<file path="config.mk">
export PLATFORM = sky130hd
export DESIGN_NAME = box_painter_flat
export DESIGN_NICKNAME = d
export VERILOG_FILES = /design/src/rtl/box_painter_if.sv /design/src/rtl/box_painter.sv /design/src/flat_wrapper.sv
export SDC_FILE = /design/constraint.sdc
export NUM_CORES = 1
export LEC_CHECK = 0
export BUFFER_PORTS_ARGS = -buffer_cell sky130_fd_sc_hd__buf_2
export CORE_MARGIN = 4
export CORE_UTILIZATION = 30
export CTS_BUF_LIST = sky130_fd_sc_hd__clkbuf_8
export CTS_CLUSTER_DIAMETER = 60
export DETAILED_ROUTE_END_ITERATION = 10
export GPL_TIMING_DRIVEN = 1
export PLACE_DENSITY = 0.55
export RECOVER_POWER = 50
export SLEW_MARGIN = 20
export SYNTH_ARGS = -nofsm -noshare
export SYNTH_HDL_FRONTEND = slang
export SYNTH_SLANG_ARGS = --single-unit
</file>
<file path="constraint.sdc">
create_clock -name CLOCK_50 -period 3.35 [get_ports CLOCK_50]
set_input_delay 0.1675 -clock CLOCK_50 [delete_from_list [all_inputs] [get_ports CLOCK_50]]
set_output_delay 0.1675 -clock CLOCK_50 [all_outputs]
set_load 0.005 [all_outputs]
</file>
<file path="src/rtl/box_painter_if.sv">
// Painter handshake: request strobe/busy/done plus the valid/ready pixel write stream.
interface box_painter_if #(
    parameter int unsigned COLOR_W = 9
);
    logic               start;
    logic [9:0]         x0;
    logic [8:0]         y0;
    logic [COLOR_W-1:0] color;
    logic               busy;
    logic               done;
    logic [9:0]         pix_x;
    logic [8:0]         pix_y;
    logic [COLOR_W-1:0] pix_color;
    logic               pix_write;
    logic               pix_ready;

    modport slave (
        input  start, x0, y0, color, pix_ready,
        output busy, done, pix_x, pix_y, pix_color, pix_write
    );

    modport master (
        output start, x0, y0, color, pix_ready,
        input  busy, done, pix_x, pix_y, pix_color, pix_write
    );
endinterface

</file>
<file path="src/rtl/box_painter.sv">
// Rasterises a BOX_W x BOX_H filled box one pixel per cycle onto a valid/ready pixel port,
// clipping pixels that fall off the right or bottom screen edge.
module box_painter #(
    parameter int unsigned BOX_W    = 64,
    parameter int unsigned BOX_H    = 24,
    parameter int unsigned SCREEN_W = 640,
    parameter int unsigned SCREEN_H = 480,
    parameter int unsigned COLOR_W  = 9
) (
    input  logic            CLOCK_50,
    input  logic            reset,
    box_painter_if.slave    pnt
);
    localparam int unsigned X_W  = 10;
    localparam int unsigned Y_W  = 9;
    localparam int unsigned SX_W = X_W + 1;
    localparam int unsigned SY_W = Y_W + 1;
    localparam int unsigned CX_W = (BOX_W > 1) ? $clog2(BOX_W) : 1;
    localparam int unsigned CY_W = (BOX_H > 1) ? $clog2(BOX_H) : 1;

    typedef enum logic [1:0] {IDLE, PAINT, FIN} state_e;

    state_e             state_q, state_d;
    logic [X_W-1:0]     bx_q, bx_d;
    logic [Y_W-1:0]     by_q, by_d;
    logic [COLOR_W-1:0] col_q, col_d;
    logic [CX_W-1:0]    cx_q, cx_d;
    logic [CY_W-1:0]    cy_q, cy_d;
    logic               busy_q, busy_d;
    logic               done_q, done_d;
    logic [X_W-1:0]     pix_x_q, pix_x_d;
    logic [Y_W-1:0]     pix_y_q, pix_y_d;
    logic [COLOR_W-1:0] pix_color_q, pix_color_d;
    logic               pix_write_q, pix_write_d;
    logic               adv;
    logic [SX_W-1:0]    sx;
    logic [SY_W-1:0]    sy;

    // Next state, counters, and the pixel presented for the next-cycle counter values.
    always_comb begin
        state_d = state_q;
        bx_d    = bx_q;
        by_d    = by_q;
        col_d   = col_q;
        cx_d    = cx_q;
        cy_d    = cy_q;
        adv     = 1'b0;

        case (state_q)
            IDLE, FIN: begin
                if (pnt.start) begin
                    state_d = PAINT;
                    bx_d    = pnt.x0;
                    by_d    = pnt.y0;
                    col_d   = pnt.color;
                    cx_d    = '0;
                    cy_d    = '0;
                end else begin
                    state_d = IDLE;
                end
            end
            PAINT: begin
                // A clipped pixel is never offered, so it steps on without waiting for ready.
                adv = pix_write_q ? pnt.pix_ready : 1'b1;
                if (adv) begin
                    if (cx_q == CX_W'(BOX_W - 1)) begin
                        cx_d = '0;
                        if (cy_q == CY_W'(BOX_H - 1)) begin
                            cy_d    = '0;
                            state_d = FIN;
                        end else begin
                            cy_d = cy_q + CY_W'(1);
                        end
                    end else begin
                        cx_d = cx_q + CX_W'(1);
                    end
                end
            end
            default: state_d = IDLE;
        endcase

        sx = {1'b0, bx_d} + SX_W'(cx_d);
        sy = {1'b0, by_d} + SY_W'(cy_d);

        busy_d      = (state_d == PAINT);
        done_d      = (state_d == FIN);
        pix_write_d = (state_d == PAINT) && (sx < SX_W'(SCREEN_W)) && (sy < SY_W'(SCREEN_H));
        pix_x_d     = (state_d == PAINT) ? sx[X_W-1:0] : pix_x_q;
        pix_y_d     = (state_d == PAINT) ? sy[Y_W-1:0] : pix_y_q;
        pix_color_d = (state_d == PAINT) ? col_d       : pix_color_q;
    end

    always_ff @(posedge CLOCK_50) begin
        if (reset) begin
            state_q     <= IDLE;
            bx_q        <= '0;
            by_q        <= '0;
            col_q       <= '0;
            cx_q        <= '0;
            cy_q        <= '0;
            busy_q      <= 1'b0;
            done_q      <= 1'b0;
            pix_x_q     <= '0;
            pix_y_q     <= '0;
            pix_color_q <= '0;
            pix_write_q <= 1'b0;
        end else begin
            state_q     <= state_d;
            bx_q        <= bx_d;
            by_q        <= by_d;
            col_q       <= col_d;
            cx_q        <= cx_d;
            cy_q        <= cy_d;
            busy_q      <= busy_d;
            done_q      <= done_d;
            pix_x_q     <= pix_x_d;
            pix_y_q     <= pix_y_d;
            pix_color_q <= pix_color_d;
            pix_write_q <= pix_write_d;
        end
    end

    assign pnt.busy      = busy_q;
    assign pnt.done      = done_q;
    assign pnt.pix_x     = pix_x_q;
    assign pnt.pix_y     = pix_y_q;
    assign pnt.pix_color = pix_color_q;
    assign pnt.pix_write = pix_write_q;
endmodule

</file>
<file path="src/flat_wrapper.sv">
// flat-port wrapper written by rule: the top's interface ports become plain ports
module box_painter_flat 
#(
    parameter int unsigned BOX_W    = 64,
    parameter int unsigned BOX_H    = 24,
    parameter int unsigned SCREEN_W = 640,
    parameter int unsigned SCREEN_H = 480,
    parameter int unsigned COLOR_W  = 9
)
  (CLOCK_50, reset, pnt_start, pnt_x0, pnt_y0, pnt_color, pnt_pix_ready, pnt_busy, pnt_done, pnt_pix_x, pnt_pix_y, pnt_pix_color, pnt_pix_write);
  box_painter_if #(.COLOR_W(COLOR_W)) pnt_i ();
  input  logic CLOCK_50;
  input  logic reset;
  input wire logic [$bits(pnt_i.start)-1:0] pnt_start;
  input wire logic [$bits(pnt_i.x0)-1:0] pnt_x0;
  input wire logic [$bits(pnt_i.y0)-1:0] pnt_y0;
  input wire logic [$bits(pnt_i.color)-1:0] pnt_color;
  input wire logic [$bits(pnt_i.pix_ready)-1:0] pnt_pix_ready;
  output wire logic [$bits(pnt_i.busy)-1:0] pnt_busy;
  output wire logic [$bits(pnt_i.done)-1:0] pnt_done;
  output wire logic [$bits(pnt_i.pix_x)-1:0] pnt_pix_x;
  output wire logic [$bits(pnt_i.pix_y)-1:0] pnt_pix_y;
  output wire logic [$bits(pnt_i.pix_color)-1:0] pnt_pix_color;
  output wire logic [$bits(pnt_i.pix_write)-1:0] pnt_pix_write;
  assign pnt_i.start = pnt_start;
  assign pnt_i.x0 = pnt_x0;
  assign pnt_i.y0 = pnt_y0;
  assign pnt_i.color = pnt_color;
  assign pnt_i.pix_ready = pnt_pix_ready;
  assign pnt_busy = pnt_i.busy;
  assign pnt_done = pnt_i.done;
  assign pnt_pix_x = pnt_i.pix_x;
  assign pnt_pix_y = pnt_i.pix_y;
  assign pnt_pix_color = pnt_i.pix_color;
  assign pnt_pix_write = pnt_i.pix_write;
  box_painter #(.BOX_W(BOX_W), .BOX_H(BOX_H), .SCREEN_W(SCREEN_W), .SCREEN_H(SCREEN_H), .COLOR_W(COLOR_W)) u_core (.CLOCK_50(CLOCK_50), .reset(reset), .pnt(pnt_i));
endmodule
</file>
==> flow_summary.ini <==
[status]
status = finished clean

[synthesis]
synth-main-ff-cell = dfxtp_1
synth_nets = 471
syn_area_per_cell_um2 = 8.35
yosysMostFrequentCell = nand2_1
syn_area_um2 = 3540
synth_cells = 424
yosys-top-cells-area = dfxtp_1 41%, nand2_1 8.1%, mux2i_1 6.2%
synth-seq-cells = 72
synth_enable_flop_cells = 0
yosysSeqAreaShare_pct = 40.7
synth.top_cell.area_share_pct = 40.7
yosysTopAreaCell = dfxtp_1
yosysUniqueCellTypes = 48
synthTopCellsByCount = 76 x nand2_1, 72 x dfxtp_1, 54 x nor2_1
synth_warnings = 0
async_flop_share_pct = 0

[place]
post_dp_cell_area_um2 = 4000
portBuffers = 62
dpl.hpwl_um = 6360
post-place-cells = 618
gp_congestion = 0.812

[power_and_ir_drop]
p_per_area_nw_per_um2 = 503
swShare_pct = 25.3
leakage_nw = 1.85
power.switching_mw = 0.545
pwr-share-seq_pct = 43.6
ir_drop_mv = 0.281
power.internal_mw = 1.60
power.share.clock_pct = 42.2
p_comb_share_pct = 14.2

[timing]
setup_viol = 0
fin_crit_ns = 3.16
fin_crit_sh_pct = 94.4
tightest_slew_ns = 1.06
whs_ns = 0.0824
clock.fmax_mhz = 316
drv_slew = 0
fin_setup_tns_ns = 0
skew_ns = 0.00854
hold_violations = 0
max_slew_margin_pct = 29.1

[critical_path]
crit_type = flip-flop to flip-flop
worst_setup_path_start_kind = flip-flop
cp-end-kind = flip-flop
cp_max_fo = 5
worstPathCellList = ha_1, and4_4, nand2_2, nor2_4, nand3_1, or3b_4, nand2_1, ha_1, a21oi_2, nand2_1, or2_4, or3_1, a311oi_2, a211oi_2
cp.arrival_ns = 3.39
required_ns = 3.57
max_stage_delay_ns = 0.41
critPathSlowestCell = or3b_4

[cts]
cts_buffer_depth = 2
clk-insertion-delay-late_ns = 0.35
clk_root_buffer_cell = clkbuf_8
cts_made_buffers = 9
htreeDepth = 3
path_clk_slew_ns = 0.08
tritoncts = yes
clkSinkCount = 72
postCtsHoldBufs = 0

[die]
core_area_um2 = 11500
die_w_um = 117
io_pins = 63
die_area_um2 = 13600
die_y_um = 117
rows = 39
initial_utilization_pct = 30.9

[route]
routed_wl_um = 8550
route.detailed.wl_per_inst_um = 13.5
post-route-drc-count = 0
antenna_left = 0
via_per_inst = 4.89
drt_iter0_markers = 151
vias = 3108
firstDrtPassIters = 4

[grt]
overflow = 0
grt_pass1_wl_um = 14500
grt_pass1_vias = 3101
grt_max_degree = 58
antenna_found_initial = 1
grt.total_usage_pct = 13.4

[finish]
antenna_cells = 0
num-fill-cells = 1180
final_area_um2 = 4270
syn2layout_area_growth_pct = 20.8
nNetsFinal = 534
final_cells = 635
drive_above_1_share_pct = 17.3

[flow_run]
maxCapViolations = 0

[min_path]
hold_path_class = primary input to flip-flop
[metrics by stage]
stage                     util [%]  total power, mW  setup WS (ns)
final                         37.3             2.15          0.186
after global routing          37.3             2.26       -0.00688
after floorplan                  -             1.16          0.252
after detailed placement      34.9             1.27         0.0822
after CTS                     37.2             2.18         0.0729
after global placement        34.9             1.26          0.153
[kinds of logic after synthesis]
group / share of synthesized area, %
AND/OR/NAND/NOR: 24.5
AO/OA/AOI/OAI: 15.2
flip-flops: 40.7
buffers and inverters: 4.28
multiplexers: 7.39
adder cells (fa/ha/maj): 5.73
XOR/XNOR: 2.23
[worst max-delay path: cells and delay by family (launching register included)]
family | cells | cell delay (ns)
adders and majority gates | 2 | 0.45
AOI/OAI and AO/OA | 3 | 0.48
DFF | 1 | 0.35
and+or+nand+nor | 9 | 1.76
[final cells by class]
class	count	area [um2]	area share (%)
inverters	7	26.3	0.615
multi-input cells	322	1990	46.5
clock inverters	7	144	3.37
flip-flops and latches	72	1440	33.8
well taps	143	179	4.19
repair buffers	75	369	8.64
clock buffers	9	124	2.90
[metal layers]
layer | GRT usage [%] | share of wire [%] | vias up
met3 | 4.56 | 6.5 | 11
met4 | 5.43 | 1.3 | 2
li1 | - | - | 1593
met1 | 17.3 | 48 | 1444
met2 | 20.4 | 44 | 58
met5 | 0 | 0.11 | -
[flip-flops by register name, indices dropped and copies added (netlist names)]
register and cells:
u_core.bx_q 10, u_core.pnt.pix_x 10, u_core.by_q 9, u_core.col_q 9
u_core.pnt.pix_color 9, u_core.pnt.pix_y 9, u_core.cx_q 6, u_core.cy_q 5
u_core.state_q 2, u_core.pnt.busy 1, u_core.pnt.done 1, u_core.pnt.pix_write 1
[layout by cell type, fill, tap and decap left out, types with 8 or more instances in the layout]
cell      instances
nand3_1          10
dfxtp_1          70
buf_4            10
buf_2            40
xnor2_1           8
and3_1            9
nor2b_1           9
nor2_1           54
clkbuf_8          9
clkbuf_1         25
nand2_1          75
mux2i_1          22
a211oi_1         12
o21ai_0           9
a21oi_1          31
ha_1             13
nand2b_1          9
[worst paths after layout]
check,slack (ns),from,to,cells after the start
max,0.19,u_core.cx_q[0]$_SDFF_PP0_,u_core.pnt.pix_write$_SDFF_PP0_,14
min,0.08,pnt_y0[2],u_core.by_q[2]$_SDFF_PP0_,3
max reg2reg,0.19,u_core.cx_q[0]$_SDFF_PP0_,u_core.pnt.pix_write$_SDFF_PP0_,14
min reg2reg,0.45,u_core.pnt.pix_x[0]$_SDFFE_PP0P_,u_core.pnt.pix_x[0]$_SDFFE_PP0P_,2
[repair_timing]
| item | 4_1_cts | 5_1_grt |
|---|---|---|
| resized for setup | 0 | 12 |
| buffers inserted | 0 | 1 |
| endpoints found under the setup margin | 0 | 3 |
[power groups by stage]
stage	Sequential, mW	Clock [mW]	Combinational [mW]
final	0.936	0.907	0.305
after global routing	0.943	0.968	0.346
after CTS	0.936	0.933	0.314
after detailed placement	0.955	0	0.312
after global placement	0.953	0	0.308
after floorplan	0.954	0	0.205
No activity file was read; power rests on OpenSTA's default activity.
